--- src/rtl/fifo_pkg.sv ---
// Shared constants for the fifo_sync read-side path.
package fifo_pkg;
  localparam int FIFO_RD_LATENCY = 1;
  localparam int SKID_DEPTH      = 2;
  localparam int SKID_CNT_W      = $clog2(SKID_DEPTH + 1);
endpackage

--- src/rtl/fifo_skid_buf.sv ---
// Two-entry register FIFO that catches words arriving one clock after their pop.
// Head data is a plain register read, so it holds steady while nothing is popped.
module fifo_skid_buf
  import fifo_pkg::*;
#(
  parameter int data_width = 32
) (
  input  logic                  clk,
  input  logic                  rst,
  input  logic                  push,
  input  logic [data_width-1:0] push_data,
  input  logic                  pop,
  output logic [SKID_CNT_W-1:0] count,
  output logic [data_width-1:0] head
);

  logic [data_width-1:0] mem [SKID_DEPTH];
  logic [0:0]            rd_ptr;
  logic [0:0]            wr_ptr;

  always_ff @(posedge clk or posedge rst) begin
    if (rst) begin
      for (int i = 0; i < SKID_DEPTH; i++) mem[i] <= '0;
      rd_ptr <= '0;
      wr_ptr <= '0;
      count  <= '0;
    end else begin
      if (push) begin
        mem[wr_ptr] <= push_data;
        wr_ptr      <= ~wr_ptr;
      end
      if (pop) rd_ptr <= ~rd_ptr;
      case ({push, pop})
        2'b10:   count <= count + 1'b1;
        2'b01:   count <= count - 1'b1;
        default: count <= count;
      endcase
    end
  end

  assign head = mem[rd_ptr];

endmodule

--- src/rtl/fifo_rd_stream.sv ---
// Pops fifo_sync and re-times its registered read data into a valid/ready stream.
// Issue is throttled so buffered plus in-flight words never exceed the skid depth.
module fifo_rd_stream
  import fifo_pkg::*;
#(
  parameter int data_width = 32,
  parameter int cnt_width  = 16
) (
  input  logic                  clk,
  input  logic                  rst,
  input  logic                  en,
  output logic                  fifo_cs,
  output logic                  fifo_rd_en,
  input  logic [data_width-1:0] fifo_data_out,
  input  logic                  fifo_empty,
  output logic                  m_valid,
  input  logic                  m_ready,
  output logic [data_width-1:0] m_data,
  output logic [cnt_width-1:0]  pop_count,
  output logic                  busy
);

  logic                  inflight;
  logic                  take;
  logic [SKID_CNT_W-1:0] cnt;
  logic [SKID_CNT_W:0]   occ_next;

  assign take = m_valid & m_ready;

  // Occupancy after this edge, excluding any pop issued now; take implies cnt >= 1.
  assign occ_next = {1'b0, cnt}
                  + {{SKID_CNT_W{1'b0}}, inflight}
                  - {{SKID_CNT_W{1'b0}}, take};

  assign fifo_rd_en = ~rst & en & ~fifo_empty
                    & (occ_next < (SKID_CNT_W + 1)'(SKID_DEPTH));
  assign fifo_cs    = fifo_rd_en;

  always_ff @(posedge clk or posedge rst) begin
    if (rst) begin
      inflight  <= 1'b0;
      pop_count <= '0;
    end else begin
      inflight <= fifo_rd_en;
      if (take) pop_count <= pop_count + 1'b1;
    end
  end

  fifo_skid_buf #(
    .data_width(data_width)
  ) u_skid (
    .clk      (clk),
    .rst      (rst),
    .push     (inflight),
    .push_data(fifo_data_out),
    .pop      (take),
    .count    (cnt),
    .head     (m_data)
  );

  assign m_valid = (cnt != '0);
  assign busy    = inflight | m_valid;

endmodule

--- config.mk ---
export PLATFORM = sky130hd
export DESIGN_NAME = fifo_rd_stream
export DESIGN_NICKNAME = d
export VERILOG_FILES = /design/src/rtl/fifo_pkg.sv /design/src/rtl/fifo_skid_buf.sv /design/src/rtl/fifo_rd_stream.sv
export SDC_FILE = /design/constraint.sdc
export NUM_CORES = 1
export LEC_CHECK = 0
export BUFFER_PORTS_ARGS = -buffer_cell sky130_fd_sc_hd__buf_2
export CAP_MARGIN = 20
export CORE_UTILIZATION = 53
export DETAILED_ROUTE_END_ITERATION = 10
export PLACE_DENSITY_LB_ADDON = 0.3
export REMOVE_ABC_BUFFERS = 1
export SYNTH_ARGS = -nofsm -noshare
export SYNTH_HDL_FRONTEND = slang
export SYNTH_SLANG_ARGS = --single-unit
--- constraint.sdc ---
create_clock -name clk -period 3.4 [get_ports clk]
set_clock_uncertainty 0.1 [all_clocks]
set_input_delay 0.51 -clock clk [delete_from_list [all_inputs] [get_ports clk]]
set_output_delay 0.51 -clock clk [all_outputs]
set_load 0.01 [all_outputs]
After elaboration in Yosys (flattened, before gate mapping)
Index checks and enable logic that the tools add are counted.
W data, S select, Z words.
{"block": "classes", "addsub": 5, "n_mul": 0, "div": 0, "order_cmp": 4, "n_eq_ne": 2, "shifts": 0, "n_mux": 7, "n_bitwise": 11, "reduce_logical": 3}
{"operator": "$mux W32", "n": 4}
{"operator": "$bwmux W64", "n": 1}
{"operator": "$demux W32 S1", "n": 1}
{"operator": "$add A16 B1 Y16 const B", "n": 1}
{"operator": "$and A1 B1 Y1", "n": 4}
{"operator": "$ge A2 B2 Y1 const B", "n": 2}
{"operator": "$not A1 Y1", "n": 4}
{"operator": "$not A1 Y2", "n": 2}
{"operator": "$pmux W2 S2", "n": 1}
{"operator": "$reduce_bool A2 Y1", "n": 2}
{"operator": "$add A2 B1 Y3", "n": 1}
{"operator": "$lt A3 B2 Y1 const B", "n": 1}
{"operator": "$sub A3 B1 Y3", "n": 1}
{"operator": "$add A2 B1 Y2 const B", "n": 1}
{"operator": "$eq A2 B1 Y1 const B", "n": 1}
{"operator": "$eq A2 B2 Y1 const B", "n": 1}
{"operator": "$lt A2 B1 Y1 const B", "n": 1}
{"operator": "$sub A2 B1 Y2 const B", "n": 1}
{"operator": "$logic_and A1 B1 Y1", "n": 1}
{"operator": "$or A1 B1 Y1", "n": 1}
{"block": "word_totals", "ff_bits": 85, "latchBits": 0, "ramBits": 0, "mem_bits_ro": 0, "input_bits": 37, "wordCells": 39, "memories": 0}

Depth between registers and ports, before layout
{"block": "depth", "word_depth": 6, "mapped_depth": 9, "ltp_nobuf": 7}

Modules after synthesis
Synthesis repeated with hierarchy kept, for this count alone.
{"block": "hier_totals", "cells_unflattened": 257, "area_unflattened_um2": 3841.2}
{"mod": "fifo_skid_buf", "n_inst": 1, "cells_per_inst": 186, "area_each_um2": 2981.6}
{"mod": "fifo_rd_stream", "n_inst": 1, "cells_per_inst": 71, "area_each_um2": 859.6}

Worst setup path before layout
OpenSTA, ideal clock, no wires.
{"block": "synth_timing", "path_kind": "register -> output", "startpoint": "reg u_skid.count[1]", "endpoint": "out fifo_rd_en", "t_arrival_ns": 2.274, "required_ns": 2.790, "slack_ns": 0.516, "path_stages_with_launch": 10, "n_path_buf": 2, "cell_sequence": "dfrtp_1 buf_2 nand2_1 nor2_1 a21oi_1 nand2b_1 fa_1 nand2_1 nor4_1 buf_4"}
{"block": "synth_between", "elab_chain_cells": 5, "elab_cells_between_ends": 6}
{"item": "start, declared", "line": "fifo_skid_buf.sv:13", "rtl": "output logic [SKID_CNT_W-1:0] count,"}
{"item": "start signal, assigned", "line": "fifo_skid_buf.sv:34", "rtl": "2'b10: count <= count + 1'b1;"}
{"item": "start signal, assigned", "line": "fifo_skid_buf.sv:35", "rtl": "2'b01: count <= count - 1'b1;"}
{"item": "start signal, assigned", "line": "fifo_skid_buf.sv:36", "rtl": "default: count <= count;"}
{"item": "branches (longest 2 deep; another with $add A2 B1 Y3)"}
{"item": "$sub A3 B1 Y3 *", "line": "fifo_rd_stream.sv:33", "rtl": "- {{SKID_CNT_W{1'b0}}, take};"}
{"item": "$lt A3 B2 Y1 *", "line": "fifo_rd_stream.sv:36", "rtl": "& (occ_next < (SKID_CNT_W + 1)'(SKID_DEPTH));"}
{"item": "$and A1 B1 Y1 *", "line": "fifo_rd_stream.sv:36"}
{"item": "end, declared", "line": "fifo_rd_stream.sv:13", "rtl": "output logic fifo_rd_en,"}
Every way passes the cells marked *.

Final worst setup path
{"block": "layout_timing", "startpoint": "reg u_skid.count[1]", "endpoint": "out fifo_cs"}
{"block": "layout_between", "elab_chain_cells": 5, "elab_cells_between_ends": 6}
{"item": "branches (longest 2 deep; another with $add A2 B1 Y3)"}
{"item": "$sub A3 B1 Y3 *", "line": "fifo_rd_stream.sv:33"}
{"item": "$lt A3 B2 Y1 *", "line": "fifo_rd_stream.sv:36"}
{"item": "$and A1 B1 Y1 *", "line": "fifo_rd_stream.sv:36"}
{"item": "end, declared", "line": "fifo_rd_stream.sv:12", "rtl": "output logic fifo_cs,"}
Marked as above.

==> results.yml <==
layout:
  area_growth_pct: 21.4
  fin_util_pct: 67.0
  n_fill_cell: 525
  fin_nets: 392
  drive_gt1_share_pct: 56.4
  finalInstanceArea_um2: 4580
  antenna-diode-count: 0
clocking:
  clk-insertion-delay-late_ps: 340
  path_clk_slew_ps: 80
  cts_tree: "done"
  cts_sinks: 85
  cts-root-buf: "clkbuf_8"
  h-tree-depth: 3
  cts_setup_buffers: 0
  cts_made_buffers: 9
  clockBufferDepth: 2
run:
  cap_violations: 0
logic_synthesis:
  netlist_area_um2: 3770
  yosysSeqAreaShare_pct: 56.4
  synth_cell_types: 27
  yosysWarnings: 0
  avgSynthCellArea_um2: 14.5
  synth-seq-cells: 85
  synth_cells: 261
sta:
  period_needed_ps: 3070
  grt_setup_unrepaired: "false"
  post-route-period-util_pct: 90.3
  finalSetupTns_ps: 0
  tightest_slew_ps: 979
  drv_slew: 0
  setup_violations: 0
  slew_headroom_pct: 34.6
  fmax_mhz: 326
  hold_violations: 0
floorplanning:
  start_util_pct: 55.2
  die_area_um2: 7460
  die_h_um: 86.4
  ios: 89
  rows: 30
  core_area_um2: 6830
  die_x_um: 86.4
worst_hold_path:
  holdCritPathClass: "input pin to register"
global_route:
  overflow: 0
  grt_max_degree: 63
  grt_pass1_vias: 2364
  grt_pass1_wl_um: 10900
  grt_antenna_before_repair: 0
  grt_usage_pct: 19.0
pwr:
  ir_drop_v: 0.000375
  power.density_nw_per_um2: 850
  leakagePower_nw: 2.19
setup_path:
  crit_top_cell: "nand2_1"
  slowest_stage: "dfrtp_1"
  path_max_fanout: 9
  cp-start-kind: "register"
  critPathMaxStageDelay_ps: 550
  crit_path_cell_trace: "nand2_1 -> nor2_1 -> a21oi_1 -> nand2b_1 -> fa_1 -> nand2_1 -> nor4_2 -> buf_2"
  crit_arrival_ps: 2460
  cp_data_required_time_ps: 2790
  crit_path_end_kind: "output port"
  critical_path_class: "register to output port"
place:
  placed_cell_area_um2: 4300
  numPortBuffers: 88
  gp_congestion: 0.699
  post-dp-hpwl_um: 4470
detailed_routing:
  detail_route.vias_per_cell: 5.05
  detail_route.first_pass.iterations: 4
  wl_um: 6680
  antenna_left: 0
  vias: 2293
  routedWlPerCell_um: 14.7
  drc_errors: 0
  drt_iter0_drc: 58
run_status:
  outcome: "complete, no violations"
==> sequential cells by signal, summed over array words and instances, names as in the netlist <==
signal / count
u_skid.mem: 64
inflight: 1
pop_count: 16
u_skid.wr_ptr: 1
u_skid.count: 2
u_skid.rd_ptr: 1
==> synthesized netlist by cell type (all sizes together) <==
cell | instances | area [um2]
mux2 | 96 | 1080
xnor2 | 13 | 114
nand2 | 12 | 45.0
nand4 | 4 | 40.0
nor4 | 3 | 48.8
nor2 | 4 | 15.0
buf | 13 | 75.1
nand2b | 2 | 12.5
dfrtp | 85 | 2130
fa | 1 | 20.0
nor3 | 1 | 5.00
nor2b | 1 | 6.26
or2 | 2 | 12.5
and4 | 3 | 26.3
or3 | 1 | 6.26
xor2 | 6 | 52.6
o21ai | 1 | 16.3
clkbuf | 1 | 3.75
a21oi | 3 | 15.0
nand3 | 4 | 20.0
ha | 1 | 12.5
and2 | 1 | 6.26
inv | 3 | 11.3
==> kinds of logic after synthesis <==
group | count (synthesis) | share of synthesized area (%)
adder cells (fa/ha/maj) | 2 | 0.862
flip-flops | 85 | 56.4
AND/OR/NAND/NOR | 38 | 6.47
AO/OA/AOI/OAI | 4 | 0.829
multiplexers | 96 | 28.7
XOR/XNOR | 19 | 4.41
buffers and inverters | 17 | 2.39
==> metal layers <==
metal | routed length, um | global-route usage, % | vias to the layer above
li1 | - | - | 1096
met3 | 416 | 6.38 | 6
met5 | 0 | 0 | -
met4 | 55 | 6.06 | 0
met2 | 3180 | 32.3 | 65
met1 | 3030 | 23.0 | 1126
==> report_power, final <==
group | internal, W | switching (W)
logic | 0.000827 | 0.000617
registers | 0.00143 | 0.000217
clock network | 0.000455 | 0.000344
total | 0.00271 | 0.00118
==> worst max-delay path, delay by kind of cell (launching register included) <==
kind	cells	cell delay (ps)
and+or+nand+nor	5	780
DFF	1	550
adders and majority gates	1	500
buffers and inverters	1	190
AOI/OAI and AO/OA	1	100
==> area by class of cell <==
cell class | instances | area, um2 | area share, %
inverters | 3 | 12.5 | 0.273
flip-flops and latches | 85 | 2130 | 46.5
well taps | 96 | 120 | 2.62
multi-input cells | 159 | 1570 | 34.3
clock inverters | 5 | 82.6 | 1.80
repair buffers | 95 | 515 | 11.3
clock buffers | 11 | 151 | 3.31
==> timing repair <==
item / 4_1_cts / 5_1_grt
hold endpoints to repair: 0 / 7
hold buffers: 0 / 1
resized for setup: 0 / 1
endpoints found under the setup margin: 0 / 2
==> path summary, 6_finish.rpt <==
kind	start	to	slack (ps)	cells after the start
worst min-delay path	fifo_empty	inflight	230	2
max in group asynchronous	rst	pop_count[4]	2140	4
worst max register to register	u_skid.count[1]	inflight	1260	7
worst min register to register	u_skid.mem[58]	u_skid.mem[58]	390	1
worst max-delay path	u_skid.count[1]	fifo_cs	330	8
min in group asynchronous	rst	u_skid.mem[26]	550	3
==> cell usage in the layout, fill, tap and decap left out, types with 3 or more instances in the layout <==
| cell | n |
|---|---|
| xor2_1 | 6 |
| a21oi_1 | 3 |
| nor2_1 | 4 |
| nand3_1 | 4 |
| and4_1 | 3 |
| nand4_1 | 3 |
| dfrtp_1 | 85 |
| buf_2 | 88 |
| clkbuf_8 | 11 |
| nand2_1 | 12 |
| xnor2_1 | 13 |
| mux2_2 | 85 |
| mux2_1 | 11 |
| buf_4 | 5 |
==> per-stage QoR <==
step,std cells,setup slack (ps),total power (W),hold slack (ps)
CTS,452,213,0.00393,218
floorplan,247,557,0.00259,354
global route,454,59.6,0.00413,233
detailed placement,436,510,0.00312,366
finish,454,329,0.00389,233
global placement,436,598,0.00306,356
Note: power is estimated with default switching activity, not from simulation.
